[src/rtl/serial_adder.sv]
// Bit-serial adder/subtractor: one full adder plus a carry flop processes a
// WIDTH-bit operand pair LSB first, one bit per clock, under a start/busy/done
// handshake. Reports carry-out (no-borrow for subtraction) and signed overflow.

// Single-bit full adder; the only arithmetic in the datapath.
module serial_adder_fa (
    input  logic a_i,
    input  logic b_i,
    input  logic c_i,
    output logic s_o,
    output logic c_o
);
    assign s_o = a_i ^ b_i ^ c_i;
    assign c_o = (a_i & b_i) | (a_i & c_i) | (b_i & c_i);
endmodule

module serial_adder #(
    parameter int WIDTH = 8
) (
    input  logic             clk_i,
    input  logic             reset_i,
    input  logic             start_i,
    input  logic             sub_i,
    input  logic [WIDTH-1:0] a_i,
    input  logic [WIDTH-1:0] b_i,
    output logic             busy_o,
    output logic             done_o,
    output logic [WIDTH-1:0] sum_o,
    output logic             carry_out_o,
    output logic             overflow_o
);
    // Counter only needs to reach WIDTH-1; keep at least one bit for WIDTH=1.
    localparam int CW = (WIDTH > 1) ? $clog2(WIDTH) : 1;
    localparam logic [CW-1:0] LAST = CW'(WIDTH - 1);

    typedef enum logic [1:0] {
        S_IDLE = 2'd0,
        S_RUN  = 2'd1,
        S_DONE = 2'd2
    } state_t;

    state_t           state_q;
    logic [WIDTH-1:0] a_q, b_q, sum_q;
    logic [WIDTH-1:0] a_d, b_d, sum_d;
    logic [CW-1:0]    cnt_q;
    logic             carry_q;
    logic             busy_q, done_q, cout_q, ovf_q;
    logic             fa_s, fa_c;

    serial_adder_fa u_fa (
        .a_i (a_q[0]),
        .b_i (b_q[0]),
        .c_i (carry_q),
        .s_o (fa_s),
        .c_o (fa_c)
    );

    // Next shift-register contents: operands move right, new sum bit enters at the MSB.
    always_comb begin
        logic [WIDTH-1:0] s_vec;
        s_vec            = '0;
        s_vec[WIDTH-1]   = fa_s;
        a_d              = a_q >> 1;
        b_d              = b_q >> 1;
        sum_d            = (sum_q >> 1) | s_vec;
    end

    // Control FSM and datapath registers; every output comes straight from a flop.
    always_ff @(posedge clk_i) begin
        if (reset_i) begin
            state_q <= S_IDLE;
            a_q     <= '0;
            b_q     <= '0;
            sum_q   <= '0;
            cnt_q   <= '0;
            carry_q <= 1'b0;
            busy_q  <= 1'b0;
            done_q  <= 1'b0;
            cout_q  <= 1'b0;
            ovf_q   <= 1'b0;
        end else begin
            case (state_q)
                S_IDLE, S_DONE: begin
                    done_q <= 1'b0;
                    if (start_i) begin
                        // Subtraction is a + ~b + 1: invert B and seed the carry with 1.
                        a_q     <= a_i;
                        b_q     <= sub_i ? ~b_i : b_i;
                        carry_q <= sub_i;
                        cnt_q   <= '0;
                        busy_q  <= 1'b1;
                        state_q <= S_RUN;
                    end else begin
                        state_q <= S_IDLE;
                    end
                end
                S_RUN: begin
                    a_q     <= a_d;
                    b_q     <= b_d;
                    sum_q   <= sum_d;
                    carry_q <= fa_c;
                    cnt_q   <= cnt_q + 1'b1;
                    if (cnt_q == LAST) begin
                        // On the MSB edge carry_q is the carry into the MSB
                        // (the seed carry when WIDTH=1), so it captures overflow directly.
                        cout_q  <= fa_c;
                        ovf_q   <= carry_q ^ fa_c;
                        busy_q  <= 1'b0;
                        done_q  <= 1'b1;
                        state_q <= S_DONE;
                    end
                end
                default: begin
                    busy_q  <= 1'b0;
                    done_q  <= 1'b0;
                    state_q <= S_IDLE;
                end
            endcase
        end
    end

    assign busy_o      = busy_q;
    assign done_o      = done_q;
    assign sum_o       = sum_q;
    assign carry_out_o = cout_q;
    assign overflow_o  = ovf_q;

endmodule
[config.mk]
export PLATFORM = sky130hd
export DESIGN_NAME = serial_adder
export DESIGN_NICKNAME = d
export VERILOG_FILES = /design/src/rtl/serial_adder.sv
export SDC_FILE = /design/constraint.sdc
export NUM_CORES = 1
export LEC_CHECK = 0
export BUFFER_PORTS_ARGS = -buffer_cell sky130_fd_sc_hd__buf_2
export CAP_MARGIN = 10
export CELL_PAD_IN_SITES_DETAIL_PLACEMENT = 1
export CELL_PAD_IN_SITES_GLOBAL_PLACEMENT = 1
export CORE_ASPECT_RATIO = 1.25
export CORE_MARGIN = 3
export CORE_UTILIZATION = 42
export DETAILED_ROUTE_END_ITERATION = 10
export HOLD_SLACK_MARGIN = 0.06
export PLACE_DENSITY = 0.79
export SYNTH_ARGS = -nofsm -noshare
export SYNTH_HDL_FRONTEND = slang
export SYNTH_SLANG_ARGS = --single-unit
[constraint.sdc]
create_clock -name clk_i -period 3 [get_ports clk_i]
set_clock_uncertainty 0.15 [all_clocks]
set_input_delay 0.6 -clock clk_i [delete_from_list [all_inputs] [get_ports clk_i]]
set_output_delay 0.6 -clock clk_i [all_outputs]
set_load 0.02 [all_outputs]
==> out/qor.json <==
{
  "buffer_ports.inserted": {"value": 31},
  "fmaxAchievable": {"value": 0.514, "unit": "GHz"},
  "p_clk_share": {"value": 41.8, "unit": "%"},
  "floorplan.die_area": {"value": 0.00412, "unit": "mm^2"},
  "cts_htree_levels": {"value": 2},
  "power-per-cell-area": {"value": 621, "unit": "mW/mm^2"},
  "total_of_hold_buffers_inserted_after_clock_tree_synthesis": {"value": 0},
  "setup-tns-final": {"value": 0, "unit": "ns"},
  "dpl.cell_count": {"value": 218},
  "antenna_cells_inserted": {"value": 0},
  "grt_pass1_vias": {"value": 1286},
  "initial_utilization": {"value": 44.1, "unit": "%"},
  "async_reset_ff_share": {"value": 0, "unit": "%"},
  "sequential_cell_area": {"value": 681, "unit": "um^2"},
  "hold_ws": {"value": 0.306, "unit": "ns"},
  "design.core.area": {"value": 0.00322, "unit": "mm^2"},
  "synth_warn": {"value": 0},
  "cts.repair.resized": {"value": 0},
  "synth-seq-area-share": {"value": 47.9, "unit": "%"},
  "cts.clk_slew.worst_paths": {"value": 0.07, "unit": "ns"},
  "detailroute.via_count": {"value": 1268},
  "run_status": {"value": "finished clean"},
  "drt_iter0_drc": {"value": 38},
  "finalNonFillerCells": {"value": 225},
  "max-slew-margin-rel": {"value": 19.0, "unit": "%"},
  "syn_inst": {"value": 163},
  "tightestPinTransition": {"value": 1.21, "unit": "ns"},
  "die_h": {"value": 71.0, "unit": "um"},
  "comb_power_share": {"value": 11.1, "unit": "%"},
  "max-vdd-ir-drop": {"value": 0.000414, "unit": "V"},
  "syn_nets": {"value": 186},
  "cts_tree": {"value": "done"},
  "grt_max_degree": {"value": 35},
  "synthesis.area_per_instance": {"value": 8.71, "unit": "um^2"},
  "detailed_place_hpwl": {"value": 2360, "unit": "um"},
  "p_seq_share": {"value": 47.1, "unit": "%"},
  "final_max_tran_viols": {"value": 0},
  "critPathRequiredTime": {"value": 3.00, "unit": "ns"},
  "critPathMaxStageDelay": {"value": 0.66, "unit": "ns"},
  "antenna_left": {"value": 0},
  "p_sw": {"value": 0.000255, "unit": "W"},
  "clock_sink_count": {"value": 34},
  "slowest_stage": {"value": "nand2b_1"},
  "area_growth": {"value": 17.5, "unit": "%"},
  "finalNetCount": {"value": 211},
  "area_of_combinational_cells_with_multiple_inputs": {"value": 656, "unit": "um^2"},
  "place_congestion": {"value": 0.672},
  "die_w": {"value": 58.0, "unit": "um"},
  "timing.critical_path.fanout_max": {"value": 31},
  "grt_setup_unrepaired": {"value": "no"},
  "setup_viol": {"value": 0},
  "design.portCount": {"value": 32},
  "synth-main-ff-cell": {"value": "dfxtp_1"},
  "netSwitchingFraction": {"value": 24.6, "unit": "%"},
  "detail_route.wl_per_cell": {"value": 15.9, "unit": "um"},
  "layout-drive-gt1-share": {"value": 21.8, "unit": "%"},
  "cap_viol_max_count": {"value": 0},
  "max_buffers_root_to_sink": {"value": 2},
  "worstSkewPairLatency": {"value": 0.29, "unit": "ns"},
  "final_critical_path_setup_slack": {"value": 1.05, "unit": "ns"},
  "fin_crit": {"value": 1.95, "unit": "ns"},
  "fillers": {"value": 413},
  "power_leakage": {"value": 0.668, "unit": "nW"},
  "data_arrival_time_at_the_worst_slack_endpoint": {"value": 1.95, "unit": "ns"},
  "final_hold_vios": {"value": 0},
  "cts-root-buf": {"value": "clkbuf_8"},
  "drt_wl_total": {"value": 3570, "unit": "um"},
  "grt_first_pass_wirelength": {"value": 6090, "unit": "um"},
  "synth.lib_cells_used.distinct": {"value": 21},
  "fp-row-count": {"value": 23},
  "antenna_violations_before_repair": {"value": 0},
  "drc": {"value": 0},
  "fin_total_pwr": {"value": 0.00104, "unit": "W"},
  "startpoint_type": {"value": "flop"},
  "mean_number_of_vias_per_cell": {"value": 5.64},
  "synth-edff-count": {"value": 0},
  "place_worst_setup_slack": {"value": 1.03, "unit": "ns"},
  "min_period_over_period": {"value": 64.9, "unit": "%"},
  "postCtsSetupBuffers": {"value": 0},
  "intPower": {"value": 0.000781, "unit": "W"},
  "cts_inserted_buffers": {"value": 5},
  "crit_path_end_kind": {"value": "flop"},
  "critPathKind": {"value": "flop to flop"},
  "hold_path.class": {"value": "flop to flop"},
  "first_pass_iters": {"value": 4},
  "grt_overflow_total": {"value": 0},
  "grt.total_usage": {"value": 19.6, "unit": "%"},
  "synth_area": {"value": 0.00142, "unit": "mm^2"},
  "cp_cell_sequence": {"value": "nand2b_1 > o21ai_0 > a21oi_1"},
  "postSynthRegisterBits": {"value": 34}
}
==> kinds of logic after synthesis <==
group           after synthesis  synth area share (%)
simple gates                 51                  16.5
compound gates               50                  21.0
flops                        34                  47.9
buf+inv                      16                  5.90
xor+xnor                      9                  5.55
fa+ha+maj                     3                  3.17
==> synth_stat cells (2+ instances only) <==
library cell  instances  share of area [%]
o21ai_0               2               0.70
nor2_1                3               0.79
buf_4                 2                1.1
nand2b_1              3                1.3
dfxtp_1              34                 48
nand2_1              20                5.3
a21oi_1              32                 11
buf_2                 7                2.5
ha_1                  2                1.8
a22oi_1              15                7.9
clkbuf_1              5                1.3
nand3_1              21                7.4
xor2_1                8                4.9
nor3_1                2               0.70
==> final cells by class <==
class                           count  area share, %
Timing Repair Buffer               33           10.2
Multi-Input combinational cell    113           39.3
Sequential cell                    34           40.8
Inverter                            1          0.225
Clock inverter                      1           1.80
Tap cell                           37           2.77
Clock buffer                        6           4.95
==> metal layers <==
layer / vias up / track usage [%] / part of all wire, % / wire [um]
met1: 607 / 24.0 / 43 / 1520
met4: 0 / 9.28 / 2.3 / 83
met2: 33 / 30.8 / 50 / 1770
met5: - / 0 / 0 / 0
li1: 619 / - / - / -
met3: 9 / 6.20 / 5.4 / 193
==> cells in the final DEF, fill, tap and decap left out, types with 3 or more instances in the layout <==
| cell | synthesis | routed |
|---|---|---|
| a21oi_1 | 32 | 32 |
| nand2b_1 | 3 | 3 |
| nand3_1 | 21 | 21 |
| nand2_1 | 20 | 20 |
| dfxtp_1 | 34 | 34 |
| clkbuf_8 | 0 | 6 |
| buf_2 | 7 | 31 |
| a22oi_1 | 15 | 15 |
| xor2_1 | 8 | 8 |
| nor2_1 | 3 | 3 |
==> sequential cells by signal, summed over array words and instances, names as in the netlist <==
name,count
a_q,8
b_q,8
busy_o,1
carry_out_o,1
carry_q,1
cnt_q,3
done_o,1
overflow_o,1
state_q,2
sum_o,8
==> final timing paths <==
kind	start	slack (ns)	depth (start not counted)	end
worst max-delay path	state_q[0]	1.05	3	carry_out_o
worst min-delay path	sum_o[0]	0.31	2	sum_o[0]
worst max register to register	state_q[0]	1.05	3	carry_out_o
worst min register to register	sum_o[0]	0.31	2	sum_o[0]
==> per-stage QoR <==
stage               instance area, um^2  util (%)
floorplan                          1420         -
global placement                   1560      48.3
detailed placement                 1560      48.3
CTS                                1670      51.8
global route                       1670      51.8
finish                             1670      51.8
==> worst max-delay path: cells and delay by family (launching register included) <==
kind / cells / cell delay, ns
AND/OR/NAND/NOR: 1 / 0.66
AO/OA/AOI/OAI: 2 / 0.59
flip-flops: 1 / 0.40
==> power by group through the flow <==
stage / registers [W] / logic (W) / clock network (W)
floorplan: 0.000497 / 0.0000834 / 0
global placement: 0.000496 / 0.000108 / 0
detailed placement: 0.000498 / 0.000116 / 0
CTS: 0.000488 / 0.000117 / 0.000446
global route: 0.000490 / 0.000130 / 0.000463
finish: 0.000488 / 0.000115 / 0.000433
Note: power is estimated with default switching activity, not from simulation.
